[config.mk]
export PLATFORM = sky130hd
export DESIGN_NAME = reset_ctrl
export DESIGN_NICKNAME = d
export VERILOG_FILES = /design/src/rtl/reset_ctrl.sv
export SDC_FILE = /design/constraint.sdc
export NUM_CORES = 1
export LEC_CHECK = 0
export ABC_CLOCK_PERIOD_IN_PS = 1870
export BUFFER_PORTS_ARGS = -buffer_cell sky130_fd_sc_hd__buf_2
export CORE_ASPECT_RATIO = 0.9
export CORE_MARGIN = 2
export CORE_UTILIZATION = 27
export CTS_BUF_LIST = sky130_fd_sc_hd__clkbuf_8
export CTS_CLUSTER_DIAMETER = 50
export DETAILED_ROUTE_END_ITERATION = 12
export MAX_ROUTING_LAYER = met4
export PLACE_DENSITY = 0.46
export SYNTH_ARGS = -nofsm -noshare
export SYNTH_HDL_FRONTEND = slang
export SYNTH_SLANG_ARGS = --single-unit
export TNS_END_PERCENT = 50
[constraint.sdc]
create_clock -name clk -period 1.87 [get_ports clk]
set_input_delay 0.187 -clock clk [delete_from_list [all_inputs] [get_ports clk]]
set_output_delay 0.187 -clock clk [all_outputs]
set_load 0.005 [all_outputs]
[src/rtl/reset_ctrl.sv]
// Reset sequencer: holds both resets, releases peripherals, then the CPU after a gap.
// Optional firmware-request lockout after entering RUN is enabled by RESET_CTRL_HOLDOFF_EN.
module reset_ctrl #(
    parameter int RESET_CYCLES   = 200,
    parameter int RELEASE_GAP    = 16,
    parameter int HOLDOFF_CYCLES = 64
) (
    input  logic       clk,
    input  logic       rst,
    input  logic       ext_rst_req,
    input  logic       wdt_rst_req,
    input  logic       fw_rst_req,
    output logic       periph_rst_n,
    output logic       cpu_rst_n,
    output logic       busy,
    output logic [1:0] rst_cause,
    output logic [7:0] warm_rst_cnt
);

    typedef enum logic [1:0] {
        ST_ASSERT = 2'd0,
        ST_GAP    = 2'd1,
        ST_RUN    = 2'd2
    } state_t;

    localparam logic [7:0] HOLD_LAST = 8'(RESET_CYCLES - 1);
    localparam logic [7:0] GAP_LAST  = 8'(RELEASE_GAP - 1);

    if (RESET_CYCLES < 1 || RESET_CYCLES > 255) begin : g_bad_reset_cycles
        $error("reset_ctrl: RESET_CYCLES out of range 1..255");
    end
    if (RELEASE_GAP < 0 || RELEASE_GAP > 255) begin : g_bad_release_gap
        $error("reset_ctrl: RELEASE_GAP out of range 0..255");
    end
    if (HOLDOFF_CYCLES < 1 || HOLDOFF_CYCLES > 255) begin : g_bad_holdoff
        $error("reset_ctrl: HOLDOFF_CYCLES out of range 1..255");
    end

    state_t     state_reg, state_next;
    logic [7:0] cnt_reg, cnt_next;
    logic       fw_eff;
    logic       req;

`ifdef RESET_CTRL_HOLDOFF_EN
    logic [7:0] holdoff_reg;

    // Lockout reloads on every RUN entry and then drains regardless of state.
    always_ff @(posedge clk or posedge rst) begin
        if (rst) begin
            holdoff_reg <= '0;
        end else if (state_next == ST_RUN && state_reg != ST_RUN) begin
            holdoff_reg <= 8'(HOLDOFF_CYCLES);
        end else if (holdoff_reg != 8'd0) begin
            holdoff_reg <= holdoff_reg - 8'd1;
        end
    end

    assign fw_eff = fw_rst_req & (holdoff_reg == 8'd0);
`else
    assign fw_eff = fw_rst_req;
`endif

    assign req = ext_rst_req | wdt_rst_req | fw_eff;

    always_comb begin
        state_next = state_reg;
        cnt_next   = cnt_reg + 8'd1;
        case (state_reg)
            ST_ASSERT: begin
                if (cnt_reg == HOLD_LAST) begin
                    state_next = (RELEASE_GAP == 0) ? ST_RUN : ST_GAP;
                    cnt_next   = '0;
                end
            end
            ST_GAP: begin
                if (cnt_reg == GAP_LAST) begin
                    state_next = ST_RUN;
                    cnt_next   = '0;
                end
            end
            ST_RUN: begin
                cnt_next = '0;
            end
            default: begin
                state_next = ST_ASSERT;
                cnt_next   = '0;
            end
        endcase
        // A request overrides everything, so a request in ASSERT restarts the hold window.
        if (req) begin
            state_next = ST_ASSERT;
            cnt_next   = '0;
        end
    end

    always_ff @(posedge clk or posedge rst) begin
        if (rst) begin
            state_reg    <= ST_ASSERT;
            cnt_reg      <= '0;
            periph_rst_n <= 1'b0;
            cpu_rst_n    <= 1'b0;
            busy         <= 1'b1;
            rst_cause    <= 2'b00;
            warm_rst_cnt <= '0;
        end else begin
            state_reg    <= state_next;
            cnt_reg      <= cnt_next;
            // Outputs decode the next state so they flip on the same edge as the state.
            periph_rst_n <= (state_next != ST_ASSERT);
            cpu_rst_n    <= (state_next == ST_RUN);
            busy         <= (state_next != ST_RUN);
            if (req) begin
                if (ext_rst_req) begin
                    rst_cause <= 2'b01;
                end else if (wdt_rst_req) begin
                    rst_cause <= 2'b10;
                end else begin
                    rst_cause <= 2'b11;
                end
                if (warm_rst_cnt != 8'hFF) begin
                    warm_rst_cnt <= warm_rst_cnt + 8'd1;
                end
            end
        end
    end

endmodule

Yosys cells after proc, flatten, opt, wreduce, memory -nomap -nowiden
Cells that the tools add are included.
Storage, ports and cells
  input port bits: 5
  memory bits (read-only): 0
  memories: 0
  latch bits: 0
  word-level logic and storage cells: 31
  bits in writable memories: 0
  output and inout port bits: 13
  flip-flop bits (word level): 23
Operators by class
  shift operators: 0
  reductions and logical operators: 3
  bitwise gates (word level): 2
  $mul: 0
  $lt $le $gt $ge: 0
  div/mod/pow operators: 0
  muxes and demuxes: 10
  eq/ne operators: 7
  add/sub/neg operators: 2
Operators with widths (number)
  two-way mux 8 bit: 3
  adder 8 x 1 -> 8 bit, second input constant: 2
  one-hot mux 8 bit (2 select lines): 1
  equality test 8 x 4 -> 1 bit, second input constant: 1
  equality test 8 bit, second input constant: 1
  two-way mux 2 bit: 4
  != test 8 bit, second input constant: 1
  one-hot mux 2 bit (3 select lines): 1
  equality test 2 bit, second input constant: 2
  equality test 2 x 1 -> 1 bit, second input constant: 1
  logical NOT 2 bit: 1
  != test 2 bit, second input constant: 1
  bitwise OR 1 bit: 2
  AND reduction 2 bit: 1
  nonzero test 2 bit: 1
  two-way mux 1 bit: 1

Depth between registers and ports, before layout
Gate-level depths: netlist (run 1).
  depth in word-level cells: 5
  depth in mapped cells: 5
  gate-level depth less buffers: 5

Worst setup path before layout (run 1)
Ideal clock, no wire load.
  path type: reg2reg
  start point: register cnt_reg[0]
  end point: register cpu_rst_n
  library setup time: 0.065 ns
  path buffers: 0
  period minus slack after synthesis: 1.605 ns
  arrival time: 1.540 ns
  data required time: 1.805 ns
  cell stages (with the launch flop): 6
  setup slack: 0.265 ns
  cell sequence: dfrtp_1 -> ha_1 -> nand4bb_4 -> or4b_4 -> nor3b_2 -> o21a_1
On the way
  cells in the longest elaborated chain, start to end: 5
  elaborated cells on any way between the ends: 7
  those cells by class: eq/ne: 3; mux: 4
RTL lines
  from (decl): line 40  | logic [7:0] cnt_reg, cnt_next;
  from (signal assigned): line 107  | cnt_reg <= cnt_next;
  equality test 8 x 4 -> 1 bit / equality test 8 bit (equally long branches): line 76, 70
  two-way mux 2 bit, on equally long branches: line 76, 70
  one-hot mux 2 bit (3 select lines) *: line 68  | case (state_reg)
  two-way mux 2 bit *: line 90  | if (req) begin
  equality test 2 bit *: line 110  | cpu_rst_n <= (state_next == ST_RUN);
  to (signal assigned): line 110
  to (decl): line 14  | output logic cpu_rst_n,
Mark *: on every way between the ends. The rest lies on a longest branch, timed or not.
A chain may end at the register's enable or synchronous reset.

Worst setup path after layout (run 1)
  start point: register cnt_reg[0]
  end point: register busy
On the way
  cells in the longest elaborated chain, start to end: 5
  elaborated cells on any way between the ends: 7
  those cells by class: eq/ne: 3; mux: 4
RTL lines
  equality test 8 x 4 -> 1 bit / equality test 8 bit (equally long branches): line 76, 70
  two-way mux 2 bit, on equally long branches: line 76, 70
  one-hot mux 2 bit (3 select lines) *: line 68
  two-way mux 2 bit *: line 90
  != test 2 bit *: line 111  | busy <= (state_next != ST_RUN);
  to (signal assigned): line 111
  to (decl): line 15  | output logic busy,
Marked as above.

==> impl_metrics.json, run 1 <==
{
  "outcome": "complete, no violations",
  "path_max_fanout": 3,
  "place_congestion": 0.778,
  "synthFlopType": "dfrtp_1",
  "rsz0062_at_grt": "no",
  "yosysTopAreaCell": "dfrtp_1",
  "syn_nets": 108,
  "ys_async_sr_fraction_pct": 100,
  "finalSetupViolCount": 0,
  "min_period_ns": 1.72,
  "synthToLayoutAreaGrowth_pct": 18.7,
  "root_buffer": "clkbuf_8",
  "dp_hpwl_um": 1500,
  "power_density_nw_per_um2": 1020,
  "postCtsSetupBuffers": 0,
  "skew_ns": 0.00238,
  "grt_max_degree": 24,
  "drc": 0,
  "dr.pass1.iters": 4,
  "cts_made_buffers": 3,
  "drv_slew": 0,
  "clk-insertion-delay-late_ns": 0.26,
  "drt_iter0_markers": 18,
  "worst_r2r_path_depth": 5,
  "yosysUniqueCellTypes": 33,
  "holdBufCountCts": 1,
  "tns_ns": 0,
  "synth-edff-count": 0,
  "leakagePower_nw": 0.564,
  "worstPathRequired_ns": 2.04,
  "drv_cap": 0,
  "crit_type": "flip-flop to flip-flop",
  "holdPathStages": 2,
  "end_kind": "flip-flop",
  "io_buffers": 17,
  "fmax_mhz": 581,
  "antenna_found_initial": 0,
  "fin_nets": 131,
  "ant_nets": 0,
  "gr-usage-all-layers_pct": 10.5,
  "io_pins": 18,
  "post_cts_resize_count": 0,
  "rows": 22,
  "fp.dieH_um": 64.6,
  "synthesis.area_um2": 1100,
  "ys_top_cells_by_area": "dfrtp_1, mux2_2, nor2_1",
  "fin_crit_sh_pct": 92.0,
  "arrival_ns": 1.89,
  "ir_worst_vdd_uv": 355,
  "grt_overflow": 0,
  "synthCells": 101,
  "grt_pass1_vias": 807,
  "hold_viol_final": 0,
  "grt_pass1_wl_um": 3760,
  "avgRoutedWirePerCell_um": 12.3,
  "cts_tree": "yes",
  "dpl_cell_area_um2": 1250,
  "avgSynthCellArea_um2": 10.9,
  "wirelength_um": 2100,
  "initial_core_util_pct": 27.6,
  "htree_levels": 1,
  "final_common_cell": "dfrtp_1",
  "cts_num_sinks": 23,
  "relSlewSlack_pct": 71.3,
  "num_antenna_cells": 0,
  "synth-seq-area-share_pct": 52.4,
  "yosysTopAreaCellShare_pct": 50.0,
  "cts_buffer_depth": 2,
  "hp-class": "input pin to flip-flop",
  "layout_common_cells": "dfrtp_1, buf_2, nor2_1",
  "dieArea_um2": 4610,
  "final_area_um2": 1310,
  "chipWidth_um": 71.3,
  "ys_seq_elements": 23,
  "cp-start-kind": "flip-flop",
  "yosysWarnings": 0,
  "core-area_um2": 3990,
  "via_count": 813,
  "drive_above_1_share_pct": 25.2,
  "tightestPinTransition_ns": 0.427,
  "viasPerCell": 4.75,
  "clk_pin_slew_worst_paths_ns": 0.08,
  "power.total_mw": 1.34
}
==> worst max-delay path, cell delays in order, from the launching register on <==
cell and delay (ns):
dfrtp_1 0.37, ha_1 0.25, nand4bb_4 0.14, or4b_4 0.51, nor3b_2 0.25, o21ai_0 0.11
==> cell usage after synthesis, drive strengths merged (2+ instances only) <==
library cell and n:
dfrtp 22, nand4bb 2, xnor2 4, nand3 5, mux2 4, nand2 5, nand2b 2, ha 2
nand4 4, xor2 3, o21a 3, o21ai 3, inv 2, and3 4, a21oi 3, nor3 7
nor2 12
==> area by class of cell <==
cell class / instances / area (um2)
Clock inverter: 1 / 3.75
Sequential cell: 23 / 577
Multi-Input combinational cell: 74 / 508
Clock buffer: 3 / 41.3
Tap cell: 48 / 60.1
Timing Repair Buffer: 20 / 110
Inverter: 2 / 7.51
Fill cell: 424 / 2680
==> worst paths after layout <==
path,startpoint,to,slack (ns)
max,cnt_reg[0],busy,0.15
min,ext_rst_req,rst_cause[1],0.12
max reg2reg,cnt_reg[0],busy,0.15
min reg2reg,cnt_reg[0],cnt_reg[0],0.46
max in group asynchronous,rst,busy,1.09
min in group asynchronous,rst,warm_rst_cnt[3],0.50
==> cells by family (layout without fill, tap and decap cells) <==
group,count (synthesis),count (layout),share of synthesized area [%]
xor+xnor,7,7,5.57
mux,5,5,5.00
fa+ha+maj,2,2,2.27
flops,23,23,52.4
buf+inv,4,26,1.48
simple gates,47,47,25.3
compound gates,13,13,7.95
==> power breakdown <==
| part | leakage [nW] | switching [mW] | internal, mW |
|---|---|---|---|
| Combinational | 0.242 | 0.146 | 0.182 |
| Sequential | 0.295 | 0.125 | 0.585 |
| Clock | 0.0269 | 0.155 | 0.146 |
==> per-layer routing <==
| layer | GRT usage, % | wire, um |
|---|---|---|
| met1 | 14.9 | 1100 |
| met2 | 14.7 | 888 |
| met3 | 2.33 | 75 |
| met4 | 3.54 | 37 |
| met5 | - | 0 |
==> per-stage QoR <==
stage	setup slack, ns	utilization, %	instances	hold WS [ns]
2_1_floorplan	0.265	-	101	0.188
3_3_place_gp	0.200	31.4	166	0.243
3_5_place_dp	0.143	31.4	166	0.247
4_1_cts	0.129	32.8	171	0.111
5_1_grt	0.0102	32.8	171	0.124
6_report	0.150	32.8	171	0.123
Power figures use the tool's default switching activity.
==> run 2, diff against run 1 <==
BUFFER_PORTS_ARGS = unset   (was -buffer_cell sky130_fd_sc_hd__buf_2)
CAP_MARGIN = 10   (was unset)
CORE_MARGIN = unset   (was 2)
DONT_BUFFER_PORTS = 1   (was unset)
PLACE_DENSITY = 0.42   (was 0.46)
==> run 2 against run 1 <==
  * Power is 4.4% lower
  * Clock power about the same
  * Critical path depth stayed put
  * Core utilization decreased by 0.28 points
  * Maximum frequency grew 0.47%
  * Register-to-register slack hardly changed
  * Flip-flop and latch count is the same
  * Via count down 5.9%
  * Non-clock buffer count is 15 lower
  * Combinational power down 19%
  * Worst hold slack got worse by 0.11 ns
  * First-iteration DRC count increased by 61%
  * Critical path type unchanged
==> impl_metrics.json, run 2 (synthesized netlist as in run 1, its figures left out) <==
{
  "io_buffers": 0,
  "viasPerCell": 4.97,
  "core-area_um2": 3810,
  "cts_made_buffers": 3,
  "power_density_nw_per_um2": 1030,
  "swShare_pct": 31.8,
  "dieArea_um2": 4340,
  "internal_power_uw": 873,
  "rsz0062_at_grt": "no",
  "clk_pin_slew_worst_paths_ns": 0.08,
  "layout_common_cells": "dfrtp_1, nor2_1, nor3_1",
  "path_max_fanout": 3,
  "skew_ns": 0.00449,
  "gr-usage-all-layers_pct": 10.9,
  "arrival_ns": 1.91,
  "leakagePower_nw": 0.504,
  "power.switching_uw": 407,
  "dr.pass1.iters": 4,
  "fmax_mhz": 584,
  "fin_nets": 116,
  "p_clk_share_pct": 23.7,
  "cp-start-kind": "flip-flop",
  "tns_ns": 0,
  "finalSetupViolCount": 0,
  "cts_num_sinks": 23,
  "place_congestion": 0.725,
  "clk-insertion-delay-late_ns": 0.26,
  "chipWidth_um": 69.3,
  "end_kind": "flip-flop",
  "outcome": "complete, no violations",
  "worst_r2r_startpoint": "cnt_reg[0]",
  "post_cts_resize_count": 0,
  "cts_tree": "yes",
  "power.total_mw": 1.28,
  "drt_iter0_markers": 29,
  "hold_viol_final": 0,
  "fin_crit_sh_pct": 91.5,
  "regArea_um2": 577,
  "rrSetupSlack_ns": 0.16,
  "grt_pass1_vias": 788,
  "drv_slew": 0,
  "htree_levels": 1,
  "synthToLayoutAreaGrowth_pct": 12.4,
  "avgRoutedWirePerCell_um": 12.6,
  "drc": 0,
  "hp-class": "input pin to flip-flop",
  "num_antenna_cells": 0,
  "tightestPinTransition_ns": 0.437,
  "drive_above_1_share_pct": 13.9,
  "min_period_ns": 1.71,
  "ant_nets": 0,
  "root_buffer": "clkbuf_8",
  "final_common_cell": "dfrtp_1",
  "fp.dieH_um": 62.6,
  "multi_input_area_um2": 508,
  "initial_core_util_pct": 28.9,
  "wirelength_um": 1950,
  "antenna_found_initial": 0,
  "postCtsSetupBuffers": 0,
  "ir_worst_vdd_uv": 230,
  "startpoint": "cnt_reg[0]",
  "relSlewSlack_pct": 70.7,
  "crit_type": "flip-flop to flip-flop",
  "reg2reg_to": "cpu_rst_n",
  "dp_hpwl_um": 1420,
  "cts_buffer_depth": 2,
  "grt_overflow": 0,
  "critPathCapture": "cpu_rst_n",
  "nFillCells": 387,
  "rows": 21,
  "worst_r2r_path_depth": 5,
  "worstPathRequired_ns": 2.07,
  "power_frac_seq_pct": 55.6,
  "hold_ws_ns": 0.0103,
  "via_count": 765,
  "io_pins": 18,
  "drv_cap": 0,
  "grt_pass1_wl_um": 3640,
  "grt_max_degree": 24,
  "power_frac_comb_pct": 20.7
}
run 2: layout make-up:
cell class,count,share of cell area (%)
Clock inverter,1,0.303
Tap cell,46,4.65
Timing Repair Buffer,5,3.44
Multi-Input combinational cell,74,41.1
Inverter,2,0.607
Sequential cell,23,46.6
Clock buffer,3,3.34
run 2: worst min path at each step:
stage	start	to	slack, ns	depth (start not counted)
2_1_floorplan	rst	cnt_reg[0]	0.19	1
3_3_place_gp	rst	warm_rst_cnt[3]	0.14	2
3_5_place_dp	rst	rst_cause[1]	0.14	2
4_1_cts	wdt_rst_req	rst_cause[0]	0.003	1
5_1_grt	wdt_rst_req	rst_cause[0]	0.02	1
6_report	wdt_rst_req	rst_cause[0]	0.01	1
run 2: routing by layer:
layer	wire length, um	vias up	global-route usage (%)
met2	833	19	16.3
met5	0	-	-
met1	963	364	13.6
met4	47	0	5.36
li1	-	377	-
met3	103	5	3.06
run 2: worst max-delay path, cell delays in order, from the launching register on:
cell and delay, ns:
dfrtp_1 0.37, ha_1 0.25, nand4bb_4 0.14, or4b_4 0.51
nor3b_2 0.24, o21a_1 0.14
run 2: per-stage QoR:
step	setup slack (ns)	instance area, um2	utilization (%)	cells
6_report	0.158	1240	32.5	154
5_1_grt	0.0604	1240	32.5	154
4_1_cts	0.137	1240	32.5	154
3_5_place_dp	0.162	1170	30.8	148
3_3_place_gp	0.198	1170	30.8	148
2_1_floorplan	0.265	1100	-	101
run 2: power by group through the flow:
stage,Clock (mW),Combinational [mW],Sequential (mW)
2_1_floorplan,0,0.213,0.690
3_3_place_gp,0,0.261,0.721
3_5_place_dp,0,0.265,0.723
4_1_cts,0.319,0.268,0.716
5_1_grt,0.337,0.322,0.735
6_report,0.303,0.265,0.711
run 2: what timing repair did:
item,4_1_cts,5_1_grt
hold buffers,2,0
hold endpoints to repair,23,0
setup endpoints to repair,0,0
==> run 3, diff against run 2 <==
--- a/config.mk
+++ b/config.mk
@@ -7,3 +7,5 @@
 export LEC_CHECK = 0
+export ABC_AREA = 1
 export ABC_CLOCK_PERIOD_IN_PS = 1870
+export BUFFER_PORTS_ARGS = -buffer_cell sky130_fd_sc_hd__buf_2
 export CAP_MARGIN = 10
@@ -14,5 +16,4 @@
 export DETAILED_ROUTE_END_ITERATION = 12
-export DONT_BUFFER_PORTS = 1
 export MAX_ROUTING_LAYER = met4
-export PLACE_DENSITY = 0.42
+export PLACE_DENSITY = 0.46
 export SYNTH_ARGS = -nofsm -noshare
==> constraint.sdc (replaced) <==
create_clock -name clk -period 1.87 [get_ports clk]
set_input_delay 0.0935 -clock clk [delete_from_list [all_inputs] [get_ports clk]]
set_output_delay 0.0935 -clock clk [all_outputs]
set_load 0.005 [all_outputs]
==> run 3 against run 2 <==
  * Core utilization grew 1.9 points
  * Sequential power shrank 6.0%
  * Synthesized cell count grew 42%
  * Routed wire length grew 7.3%
  * Cell area grew 15%
  * Critical path depth grew 1
  * Die area grew 8.3%
  * Largest cell class unchanged
==> impl_metrics.json, run 3 <==
{
  "htree_levels": 1,
  "yosysTopAreaCell": "dfrtp_1",
  "avgSynthCellArea_um2": 8.36,
  "regArea_um2": 577,
  "leakagePower_nw": 0.716,
  "nFillCells": 436,
  "synthFlopType": "dfrtp_1",
  "synthesis.area_um2": 1190,
  "io_pins": 18,
  "tns_ns": 0,
  "initial_core_util_pct": 28.7,
  "use_met2_pct": 16.5,
  "fin_nets": 175,
  "cts_made_buffers": 3,
  "synth_common_cells": "nand2_1, dfrtp_1, inv_1, nor2_1",
  "yosysTopAreaCellShare_pct": 46.1,
  "fin_crit_sh_pct": 70.7,
  "cp-start-kind": "flip-flop",
  "drc": 0,
  "dieArea_um2": 4700,
  "dp_hpwl_um": 1610,
  "synth.most_common_cell": "nand2_1",
  "yosysWarnings": 0,
  "slowest_delay_ns": 0.40,
  "post_cts_resize_count": 0,
  "synth-edff-count": 0,
  "avgRoutedWirePerCell_um": 9.21,
  "multi_input_area_um2": 543,
  "gr-usage-all-layers_pct": 10.3,
  "relSlewSlack_pct": 80.8,
  "core-area_um2": 4160,
  "place_congestion": 0.763,
  "rsz0062_at_grt": "no",
  "viasPerCell": 4.07,
  "cts_tree": "yes",
  "antenna_found_initial": 0,
  "cp.buffers_inverters": 0,
  "tightestPinTransition_ns": 0.288,
  "min_period_ns": 1.32,
  "via_count": 925,
  "path_max_fanout": 7,
  "drt_iter0_markers": 15,
  "cts_num_sinks": 23,
  "yosysUniqueCellTypes": 24,
  "synthCells": 143,
  "final_common_cell": "nand2_1",
  "ys_seq_elements": 23,
  "finalSetupViolCount": 0,
  "cts_buffer_depth": 2,
  "grt_pass1_wl_um": 3680,
  "synthToLayoutAreaGrowth_pct": 19.5,
  "clk-insertion-delay-late_ns": 0.25,
  "met1_usage_pct": 12.8,
  "power_density_nw_per_um2": 914,
  "drive_above_1_share_pct": 26.3,
  "wirelength_um": 2090,
  "grt_pass1_vias": 877,
  "grt_max_degree": 24,
  "worst_r2r_startpoint": "cnt_reg[0]",
  "ant_nets": 0,
  "drv_cap": 0,
  "crit_family": "flip-flops",
  "hp-class": "input pin to flip-flop",
  "syn_nets": 150,
  "num_antenna_cells": 0,
  "grt_overflow": 0,
  "rows": 22,
  "fp.dieH_um": 65.1,
  "worstPathRequired_ns": 2.02,
  "io_buffers": 17,
  "dr.pass1.iters": 4,
  "min-delay-start": "wdt_rst_req",
  "fmax_mhz": 756,
  "drv_slew": 0,
  "chipWidth_um": 72.1,
  "met3_usage_pct": 1.84,
  "end_kind": "flip-flop",
  "ir_worst_vdd_uv": 543,
  "postCtsSetupBuffers": 0,
  "grt.busiest_layer": "met2",
  "outcome": "complete, no violations",
  "hold_viol_final": 0,
  "root_buffer": "clkbuf_8",
  "crit_chain": "ha_1, nand3_1, o21bai_2, nand2_2, nand2_4, nor2_2",
  "layout_common_cells": "nand2_1, dfrtp_1, inv_1",
  "holdBufCountCts": 2,
  "synth-seq-area-share_pct": 48.3,
  "ys_async_sr_fraction_pct": 100,
  "ys_top_cells_by_area": "dfrtp_1, nand2_1, inv_1",
  "arrival_ns": 1.47,
  "startpoint": "cnt_reg[0]",
  "cpMaxStageDelayCell": "dfrtp_1",
  "crit_type": "flip-flop to flip-flop",
  "skew_ns": 0.000803,
  "power.total_mw": 1.30,
  "clk_pin_slew_worst_paths_ns": 0.08
}
-- run 3: changes by cell type in the layout (fill, tap and decap cells not counted), sizes merged, moves of 3 or more --
cell	change
nand3	+5
nor2	+10
nand2	+40
mux2	-4
o21a	-3
nor3	-4
and3	-4
inv	+18
buf	+15
-- run 3: through the flow --
| stage | hold WS, ns | setup slack (ns) | utilization (%) | instances | area [um2] |
|---|---|---|---|---|---|
| 2_1_floorplan | 0.0947 | 0.649 | - | 143 | 1190 |
| 3_3_place_gp | 0.147 | 0.564 | 32.8 | 221 | 1360 |
| 3_5_place_dp | 0.155 | 0.549 | 32.8 | 221 | 1360 |
| 4_1_cts | 0.0527 | 0.536 | 34.3 | 227 | 1430 |
| 5_1_grt | 0.0644 | 0.444 | 34.3 | 227 | 1430 |
| 6_report | 0.0542 | 0.547 | 34.3 | 227 | 1430 |
-- run 3: cell families after synthesis --
group	count (synthesis)	share of synthesized area, %
DFF	23	48.3
buffers and inverters	20	6.28
xor gates and xnor gates	8	6.49
and+or+nand+nor	83	32.9
AOI/OAI and AO/OA	7	3.98
adders and majority gates	2	2.09
-- run 3: path summary, 6_finish.rpt --
path                       slack [ns]               to  depth (start not counted)
min in group asynchronous        0.42  warm_rst_cnt[6]                          4
hold reg to reg                  0.48       cnt_reg[0]                          1
max in group asynchronous        1.17             busy                          4
setup reg to reg                 0.55       cnt_reg[4]                          6
setup / recovery                 0.55       cnt_reg[4]                          6
hold / removal                   0.05     rst_cause[0]                          2
-- run 3: layout make-up --
class,instances,area share (%)
Sequential cell,23,40.4
Multi-Input combinational cell,100,38.0
Timing Repair Buffer,20,7.89
Inverter,20,5.26
Tap cell,60,5.26
Clock buffer,3,2.89
Clock inverter,1,0.263
-- run 3: worst register-to-register path, stage by stage, from the launching register on --
cell	delay, ns
dfrtp_1	0.40
ha_1	0.21
nand3_1	0.16
o21bai_2	0.20
nand2_2	0.08
nand2_4	0.12
nor2_2	0.04
-- run 3: report_power, final --
part	leakage [nW]	internal [mW]	total [mW]	switching [mW]
Sequential	0.301	0.577	0.668	0.0917
Combinational	0.388	0.160	0.345	0.185
Clock	0.0269	0.146	0.291	0.145
Total	0.716	0.883	1.30	0.422
-- run 3: routing by layer --
layer  vias to the layer above  wire [um]
met5                         -          0
met4                         0         12
met3                         2         39
met2                         9        989
met1                       423       1050
li1                        491          -
